File: src/rtl/serial_deser.sv
// Serial-to-parallel deserializer: accepts one bit per wr_in strobe and presents
// each completed WIDTH-bit word on a valid/ready output with a sticky overrun flag.
module serial_deser #(
  parameter int WIDTH     = 32,
  parameter bit MSB_FIRST = 1'b1
) (
  input  logic                       clk_in,
  input  logic                       rst_in,
  input  logic                       serial_in,
  input  logic                       wr_in,
  input  logic                       clr_in,
  input  logic                       out_ready,
  output logic                       in_rdy,
  output logic                       out_valid,
  output logic [WIDTH-1:0]           out_data,
  output logic [$clog2(WIDTH+1)-1:0] bit_cnt,
  output logic                       overrun_err
);
  localparam int CW = $clog2(WIDTH+1);

  typedef enum logic {IDLE, SHIFT} state_e;

  state_e           state_q, state_d;
  logic [CW-1:0]    cnt_q, cnt_d;
  logic [WIDTH-1:0] shreg_q, shreg_d;
  logic [WIDTH-1:0] data_q, data_d;
  logic             valid_q, valid_d;
  logic             ovr_q, ovr_d;

  logic [WIDTH-1:0] shift_nxt;
  logic             accept, done, xfer;

  assign shift_nxt = MSB_FIRST ? {shreg_q[WIDTH-2:0], serial_in}
                               : {serial_in, shreg_q[WIDTH-1:1]};
  assign accept    = wr_in & ~clr_in;
  assign done      = accept && (cnt_q == CW'(WIDTH-1));
  assign xfer      = valid_q & out_ready;

  always_comb begin
    state_d = state_q;
    cnt_d   = cnt_q;
    shreg_d = shreg_q;
    data_d  = data_q;
    valid_d = valid_q & ~xfer;
    ovr_d   = ovr_q;
    if (clr_in) begin
      state_d = IDLE;
      cnt_d   = '0;
      ovr_d   = 1'b0;
    end else if (accept) begin
      shreg_d = shift_nxt;
      if (done) begin
        state_d = IDLE;
        cnt_d   = '0;
        // A held word that is not leaving this cycle wins; the new one is lost.
        if (!valid_q || out_ready) begin
          data_d  = shift_nxt;
          valid_d = 1'b1;
        end else begin
          ovr_d = 1'b1;
        end
      end else begin
        state_d = SHIFT;
        cnt_d   = cnt_q + CW'(1);
      end
    end
  end

  always_ff @(posedge clk_in) begin
    if (rst_in) begin
      state_q <= IDLE;
      cnt_q   <= '0;
      shreg_q <= '0;
      data_q  <= '0;
      valid_q <= 1'b0;
      ovr_q   <= 1'b0;
    end else begin
      state_q <= state_d;
      cnt_q   <= cnt_d;
      shreg_q <= shreg_d;
      data_q  <= data_d;
      valid_q <= valid_d;
      ovr_q   <= ovr_d;
    end
  end

  assign in_rdy      = (state_q == IDLE);
  assign out_valid   = valid_q;
  assign out_data    = data_q;
  assign bit_cnt     = cnt_q;
  assign overrun_err = ovr_q;
endmodule

File: config.mk
export PLATFORM = sky130hd
export DESIGN_NAME = serial_deser
export DESIGN_NICKNAME = d
export VERILOG_FILES = /design/src/rtl/serial_deser.sv
export SDC_FILE = /design/constraint.sdc
export NUM_CORES = 1
export LEC_CHECK = 0
export BUFFER_PORTS_ARGS = -buffer_cell sky130_fd_sc_hd__buf_4
export CAP_MARGIN = 20
export CORE_ASPECT_RATIO = 1.1
export CORE_MARGIN = 3
export CORE_UTILIZATION = 60
export DETAILED_ROUTE_END_ITERATION = 10
export HOLD_SLACK_MARGIN = 0.1
export PLACE_DENSITY = 0.91
export REMOVE_ABC_BUFFERS = 1
export SLEW_MARGIN = 15
export SYNTH_ARGS = -nofsm -noshare
export SYNTH_HDL_FRONTEND = slang
export SYNTH_SLANG_ARGS = --single-unit
File: constraint.sdc
create_clock -name clk_in -period 5.3 [get_ports clk_in]
set_clock_uncertainty 0.05 [all_clocks]
set_input_delay 1.06 -clock clk_in [delete_from_list [all_inputs] [get_ports clk_in]]
set_output_delay 1.06 -clock clk_in [all_outputs]
set_load 0.01 [all_outputs]
==> impl_metrics.toml, run 1 <==
[status]
status = "completed"

[sta]
holdWs_ns = 0.423
period_minus_slack_ns = 2.16
maxSlewHeadroom_pct = 52.3
rsz0062_at_grt = "false"
finalHoldViolCount = 0
setup_viol = 0
fmax_ghz = 0.464
maxSlewViolCount = 0
fin_crit_sh_pct = 40.7
tns_ns = 0
tightest_slew_ns = 0.716

[setup_path]
crit_required_ns = 5.50
end_kind = "register"
critPathKind = "in2reg"
arrival_ns = 2.36
cp_max_fo = 16
critical_path.startpoint_type = "input pin"

[route]
vias = 2191
drtIter0Drc = 177
ant_nets = 0
vias_per_cell = 5.27
drt-pass1-iter-count = 4
wl_mm = 5.60
drcViolationCount = 0
wire_per_inst_um = 13.5

[layout]
diodes = 0
num-fill-cells = 323
syn_to_final_growth_pct = 17.1
instances_no_fill = 416
final_util_pct = 76.3
drive_above_1_share_pct = 17.7
fin_nets = 366
regArea_sq_um = 1440
multiInputGateArea_sq_um = 1360

[grt]
grtUsageTotal_pct = 20.8
gr-total-overflow = 0
antenna_found_initial = 0
grt_pass1_wl_mm = 9.32
grt_pass1_vias = 2039
grt_start_max_net_pins = 99

[clock_tree]
cts-resized-gates = 0
ctsHoldBuffers = 0
numCtsBuffers = 9
clk-insertion-delay-late_ns = 0.34
htreeDepth = 3
cts_buffer_depth = 2
cts_sinks = 72
cts_tree = "built"
cts.reportedPaths.clkPinSlew_ns = 0.07
cts_setup_buffers = 0
cts_root_buf = "clkbuf_8"

[floorplan]
core_area_sq_um = 4470
die_y_um = 79.1
die_w_um = 72.4
pin_count = 47
start_util_pct = 65.1
die_area_sq_um = 5730
floorplan.rows = 25

[yosys]
async_reset_ff_share_pct = 0
netlist_top_cells_count = "dfxtp_1 (72), nand2b_1 (66), nand2_1 (65)"
syn_avg_cell_area_sq_um = 9.08
ys_seq_area_share_pct = 49.5
yosys.area.top_type = "dfxtp_1"
syn_inst = 321
synthMostInstantiatedCell = "dfxtp_1"
synth-seq-cells = 72
synth_edf_count = 0
syn_area_sq_um = 2910
synth_flop_cell = "dfxtp_1"
synth_warnings = 0
yosysUniqueCellTypes = 22
synth_top_area_share_pct = 49.5
synth_area_leaders = "dfxtp_1 (49%), nand2b_1 (14%), mux2i_1 (12%), nand2_1 (8.4%), a21oi_1 (6.0%)"

[place]
portBuffers = 46
dp.final_hpwl_mm = 3.60
gp_congestion = 0.750
placed_cells = 402

[hold_path]
hold_class = "reg2reg"

[job]
maxCapViolCount = 0

[pwr]
vdd_drop_max_mv = 0.202
power.density_nw_per_um2 = 275
power_leakage_nw = 1.22
[routing by layer]
metal	routed length [um]	part of all wire (%)	up-vias	GRT usage (%)
li1	-	-	1112	-
met5	0	0	-	0
met2	2760	49	45	33.4
met1	2460	44	1025	25.8
met3	271	4.8	9	5.44
met4	108	1.9	0	9.96
[critical path: stages]
cell      delay [ns]
buf_4           0.15
nand4b_4        0.23
nor4b_4         0.31
buf_4           0.33
mux2i_1         0.28
[cell families after synthesis]
logic type | count (synthesis) | synth area share (%)
AO/OA/AOI/OAI | 41 | 7.21
XOR/XNOR | 1 | 0.301
adder cells (fa/ha/maj) | 1 | 0.429
buffers and inverters | 25 | 3.99
flip-flops | 72 | 49.5
multiplexers | 34 | 11.7
AND/OR/NAND/NOR | 147 | 26.9
[registers in the layout (all words and copies together), names as in the netlist]
name         count
out_data        32
bit_cnt          6
overrun_err      1
out_valid        1
state_q          1
shreg_q         31
[area by class of cell]
type                            count  area share (%)
Clock buffer                       13            4.36
Clock inverter                      1           0.147
Inverter                            3           0.330
Multi-Input combinational cell    224            40.0
Sequential cell                    72            42.2
Tap cell                           54            1.98
Timing Repair Buffer               49            11.0
[final timing paths]
path	slack, ns	cells past startpoint	start	endpoint
hold reg to reg	0.42	2	shreg_q[12]	shreg_q[13]
hold / removal	0.42	2	shreg_q[12]	shreg_q[13]
setup reg to reg	3.39	5	bit_cnt[0]	out_data[27]
setup / recovery	3.14	5	clr_in	out_data[27]
[stage by stage]
stage	instance area [sq um]	power, mW	setup WS, ns
after floorplan	2810	0.572	2.03
after global placement	3240	0.588	2.52
after detailed placement	3250	0.590	2.68
after CTS	3410	0.942	3.03
after global routing	3410	0.969	3.07
final	3410	0.939	3.14
[cell usage in the layout, fill, tap and decap left out, types with 2 or more instances in the layout]
cell type  synthesis  routed
nor3_1             2       2
o21ai_0            4       4
nand3b_1           3       3
nand2_1           65      65
buf_4              0      48
a21oi_1           35      35
nor2_1             3       3
clkbuf_8           0      10
nand2b_1          66      66
mux2i_1           34      34
clkbuf_1          19       3
or3_1              2       2
inv_1              3       3
dfxtp_1           72      72
[power breakdown]
part | internal, mW | leakage, nW | switching [mW]
sequential | 0.542 | 0.580 | 0.000929
clock | 0.177 | 0.0794 | 0.184
combinational | 0.0143 | 0.561 | 0.0208
(Power assumes the default switching activity.)
==> run 2: changes to the inputs <==
- CORE_UTILIZATION: 60 -> 50
- PLACE_DENSITY: 0.91 -> 0.82
- clock period: 5.3 -> 1.8 ns (I/O delays scaled with it)
==> run 2 against run 1 <==
Net effect:
- setup slack worse by 3.1 ns
- combinational power rose to 3.2 times the previous value
- register-to-register slack got worse by 3.3 ns
- die area increased by 18%
- via count is essentially flat
- clock-buffer cell count stayed put
- largest cell class unchanged
==> impl_metrics.toml, run 2 (same netlist as run 1, synthesis figures left out) <==
[grt]
grt_pass1_vias = 2096
gr-total-overflow = 0
grt_start_max_net_pins = 46
grtUsageTotal_pct = 17.0
antenna_found_initial = 0
grt_pass1_wl_mm = 9.12

[sta]
maxSlewViolCount = 0
period_minus_slack_ns = 1.71
fin_crit_sh_pct = 94.8
setup_viol = 0
holdWs_ns = 0.234
tightest_slew_ns = 0.315
maxSlewHeadroom_pct = 79.0
fmax_ghz = 0.586
rsz0062_at_grt = "true"
finalHoldViolCount = 0

[route]
drtIter0Drc = 93
ant_nets = 0
wl_mm = 5.15
wire_per_inst_um = 11.5
drt-pass1-iter-count = 4
vias_per_cell = 4.91
drcViolationCount = 0
vias = 2192

[setup_path]
r2r_slack_ns = 0.09
cp_cell_sequence = "ha_1 -> nand4b_4 -> nor4b_4 -> buf_4 -> mux2i_1"
critical_path.startpoint_type = "register"
arrival_ns = 1.92
r2r-start = "bit_cnt[1]"
critPathKind = "reg2reg"
end_kind = "register"
reg2reg_depth = 5
critPathTopFamily = "simple AND/OR/NAND/NOR gates"
crit_required_ns = 2.01
r2r_end = "out_data[1]"
cp_num_buf_inv = 1
crit_path_max_incr_delay_ns = 0.37
cp_max_fo = 15
cp_slowest_cell = "dfxtp_1"

[floorplan]
floorplan.rows = 28
die_area_sq_um = 6780
pin_count = 47
die_w_um = 78.8
start_util_pct = 53.0
die_y_um = 86.1
core_area_sq_um = 5500

[clock_tree]
clk-insertion-delay-late_ns = 0.34
cts_tree = "built"
htreeDepth = 3
cts_buffer_depth = 2
ctsHoldBuffers = 0
cts_sinks = 72
cts.reportedPaths.clkPinSlew_ns = 0.07
cts-resized-gates = 0
cts_setup_buffers = 0
numCtsBuffers = 9
cts_root_buf = "clkbuf_8"

[layout]
diodes = 0
syn_to_final_growth_pct = 20.3
fin_nets = 373
drive_above_1_share_pct = 19.7
final_util_pct = 63.7
layout_common_cells = "dfxtp_1 (72), nand2b_1 (66), nand2_1 (65)"
largest_reg_flops = 32
num-fill-cells = 498
mostFrequentLayoutCell = "dfxtp_1"

[place]
portBuffers = 46
dp.final_hpwl_mm = 3.41
gp_congestion = 0.803

[status]
status = "completed"

[hold_path]
holdPathEnd = "shreg_q[0]"
min_path_cells = 3
hold_class = "in2reg"
min_from = "serial_in"

[pwr]
power_leakage_nw = 1.26
power_mw = 2.80
vdd_drop_max_mv = 0.470
power.density_nw_per_um2 = 798

[job]
maxCapViolCount = 0
-- run 2: cell count changes in the layout (fill, tap and decap cells not counted) --
cell,previous run,this run
nor2b_4,1,0
nor2b_2,0,1
clkinv_2,1,2
clkinvlp_4,0,1
buf_4,48,55
buf_12,0,1
buf_8,1,0
-- run 2: worst max path at each step --
| stage | start | end | depth (start not counted) | slack, ns |
|---|---|---|---|---|
| final | bit_cnt[1] | out_data[1] | 5 | 0.09 |
| after global routing | bit_cnt[1] | out_data[20] | 5 | -0.02 |
| after global placement | bit_cnt[1] | out_data[25] | 5 | 0.18 |
| after detailed placement | bit_cnt[1] | out_data[1] | 5 | 0.10 |
| after floorplan | bit_cnt[0] | out_data[0] | 4 | -1.00 |
| after CTS | bit_cnt[1] | out_data[1] | 5 | 0.08 |
-- run 2: area by class of cell --
| class | count | area, sq um | share of cell area (%) |
|---|---|---|---|
| repair buffers | 56 | 433 | 12.4 |
| multi-input cells | 224 | 1360 | 38.8 |
| inverters | 3 | 11.3 | 0.321 |
| well taps | 75 | 93.8 | 2.68 |
| clock buffers | 13 | 149 | 4.25 |
| flip-flops and latches | 72 | 1440 | 41.1 |
| clock inverters | 3 | 17.5 | 0.500 |
-- run 2: per-stage QoR --
step	worst slack [ns]	TNS [ns]	area, sq um	std cells
final	0.0933	0	3500	446
after floorplan	-1.00	-32.18	2810	299
after global placement	0.176	0	3340	430
after CTS	0.0828	0	3500	446
after global routing	-0.0237	-0.0938	3500	446
after detailed placement	0.105	0	3340	430
-- run 2: worst register-to-register path: stages, from the launching register on --
cell      delay (ns)
dfxtp_1         0.37
ha_1            0.24
nand4b_4        0.13
nor4b_4         0.28
buf_4           0.32
mux2i_1         0.24
-- run 2: power by group --
| part | switching [mW] | total [mW] | internal (mW) |
|---|---|---|---|
| registers | 0.00199 | 1.60 | 1.60 |
| logic | 0.0634 | 0.112 | 0.0484 |
| clock network | 0.553 | 1.09 | 0.535 |
-- run 2: per-layer routing --
| layer | track usage (%) | vias to the layer above | routed length, um |
|---|---|---|---|
| met4 | 8.11 | 0 | 114 |
| met1 | 20.7 | 1015 | 2320 |
| met5 | 0 | - | 0 |
| met2 | 27.4 | 39 | 2500 |
| li1 | - | 1127 | - |
| met3 | 4.94 | 11 | 213 |
==> run 3: changes to the inputs <==
--- a/config.mk
+++ b/config.mk
@@ -9,5 +9,5 @@
 export CAP_MARGIN = 20
 export CORE_ASPECT_RATIO = 1.1
-export CORE_MARGIN = 3
+export CORE_MARGIN = 2
 export CORE_UTILIZATION = 50
 export DETAILED_ROUTE_END_ITERATION = 10
==> constraint.sdc (replaced) <==
create_clock -name clk_in -period 1.8 [get_ports clk_in]
set_clock_uncertainty 0.05 [all_clocks]
set_input_delay 0.45 -clock clk_in [delete_from_list [all_inputs] [get_ports clk_in]]
set_output_delay 0.45 -clock clk_in [all_outputs]
set_load 0.01 [all_outputs]
==> run 3 against run 2 <==
Net effect:
- combinational power barely moved
- non-clock buffer count rose by 2
- sequential cell count did not move
- largest power group unchanged
- sequential share of layout area fell by 0.67 points
- clock-buffer cell count rose by 1
- critical path depth did not move
==> impl_metrics.toml, run 3 (same netlist as run 1, synthesis figures left out) <==
[status]
status = "completed"

[layout]
num-fill-cells = 513
fin_nets = 375
mostFrequentLayoutCell = "dfxtp_1"
drive_above_1_share_pct = 20.8
final_util_pct = 62.6
layout_common_cells = "dfxtp_1 (70), nand2b_1 (66), nand2_1 (65)"
largest_reg_flops = 32
instances_no_fill = 448
diodes = 0
syn_to_final_growth_pct = 22.5

[grt]
grt_pass1_wl_mm = 9.29
grt_pass1_vias = 2123
grt_start_max_net_pins = 48
met3_usage_pct = 4.11
gr-total-overflow = 0
antenna_found_initial = 0
busiest_layer = "met2"
met1_usage_pct = 21.2
grtUsageTotal_pct = 17.9
grt_util_met2_pct = 29.7

[pwr]
pwr-share-clk_pct = 40.0
p_sw_mw = 0.610
vdd_drop_max_mv = 0.519
p_int_mw = 2.25
pwr-share-comb_pct = 4.0
power_leakage_nw = 1.28
power.density_nw_per_um2 = 801
seqPwrFrac_pct = 56.0
power_mw = 2.86
p_sw_share_pct = 21.4

[floorplan]
floorplan.rows = 29
die_area_sq_um = 6460
die_y_um = 84.1
start_util_pct = 51.2
pin_count = 47
core_area_sq_um = 5700
die_w_um = 76.8

[sta]
period_minus_slack_ns = 1.77
setup_viol = 0
holdWs_ns = 0.318
tightest_slew_ns = 0.440
rsz0062_at_grt = "true"
maxSlewHeadroom_pct = 70.5
finalHoldViolCount = 0
maxSlewViolCount = 0
fmax_ghz = 0.565
fin_crit_sh_pct = 98.3

[clock_tree]
cts_root_buf = "clkbuf_8"
cts.reportedPaths.clkPinSlew_ns = 0.07
htreeDepth = 3
ctsHoldBuffers = 0
clk-insertion-delay-late_ns = 0.34
cts_tree = "built"
numCtsBuffers = 9
cts_buffer_depth = 2
cts_sinks = 72
cts_setup_buffers = 0

[setup_path]
crit_required_ns = 2.02
critical_path.startpoint_type = "register"
critPathKind = "reg2reg"
end_kind = "register"
cp_max_fo = 16
arrival_ns = 1.99

[hold_path]
hold_class = "in2reg"

[place]
dp.final_hpwl_mm = 3.42
portBuffers = 46
gp_congestion = 0.814
placed_cells = 432

[route]
vias_per_cell = 4.92
drt-pass1-iter-count = 4
drtIter0Drc = 140
ant_nets = 0
drcViolationCount = 0
vias = 2205
wire_per_inst_um = 12.6
wl_mm = 5.63

[job]
maxCapViolCount = 0
## run 3: cell count changes in the layout (fill, tap and decap cells not counted)
| cell | change |
|---|---|
| ha_1 | -1 |
| buf_6 | +2 |
| clkbuf_1 | -1 |
| dfxtp_2 | +2 |
| clkbuf_16 | +1 |
| dfxtp_1 | -2 |
| buf_4 | -1 |
| clkinvlp_4 | -1 |
| ha_4 | +1 |
| clkbuf_8 | +2 |
| clkinv_2 | -2 |
## run 3: final cells by class
cell class	count	area, sq um	share of cell area (%)
clock buffers	14	173	4.84
multi-input cells	224	1370	38.4
flip-flops and latches	72	1440	40.5
repair buffers	58	473	13.3
well taps	77	96.3	2.70
inverters	3	11.3	0.316
## run 3: power groups by stage
stage                     sequential (mW)  combinational (mW)  clock, mW
after CTS                            1.60               0.114       1.17
after detailed placement             1.63               0.114          0
final                                1.60               0.114       1.14
after global routing                 1.60               0.125       1.26
after floorplan                      1.63              0.0490          0
after global placement               1.63               0.113          0
## run 3: what timing repair did
| item | in CTS | in global routing |
|---|---|---|
| resized for setup | 0 | 5 |
| hold endpoints to repair | 0 | 0 |
| setup endpoints to repair | 0 | 3 |
## run 3: path summary, 6_finish.rpt
kind | startpoint | endpoint | slack [ns] | depth (start not counted)
min | serial_in | shreg_q[0] | 0.32 | 3
min reg2reg | shreg_q[12] | shreg_q[13] | 0.41 | 2
max reg2reg | bit_cnt[1] | out_data[21] | 0.03 | 5
max | bit_cnt[1] | out_data[21] | 0.03 | 5
## run 3: critical path: stages, from the launching register on
cell      delay (ns)
dfxtp_2         0.38
ha_4            0.16
nand4b_4        0.11
nor4b_4         0.46
buf_6           0.30
mux2i_1         0.21
## run 3: per-stage QoR
stage / cell area (sq um) / TNS (ns) / setup WS (ns)
2_1_floorplan: 2810 / -34.67 / -1.00
3_3_place_gp: 3350 / 0 / 0.129
3_5_place_dp: 3350 / 0 / 0.0515
4_1_cts: 3530 / 0 / 0.0220
5_1_grt: 3570 / -0.0670 / -0.0125
6_report: 3570 / 0 / 0.0301
## run 3: routing by layer
layer  vias up  part of all wire [%]
li1       1130                     -
met1      1022                    42
met2        45                    51
met3         8                   4.9
met4         0                   1.9
met5         -                     0
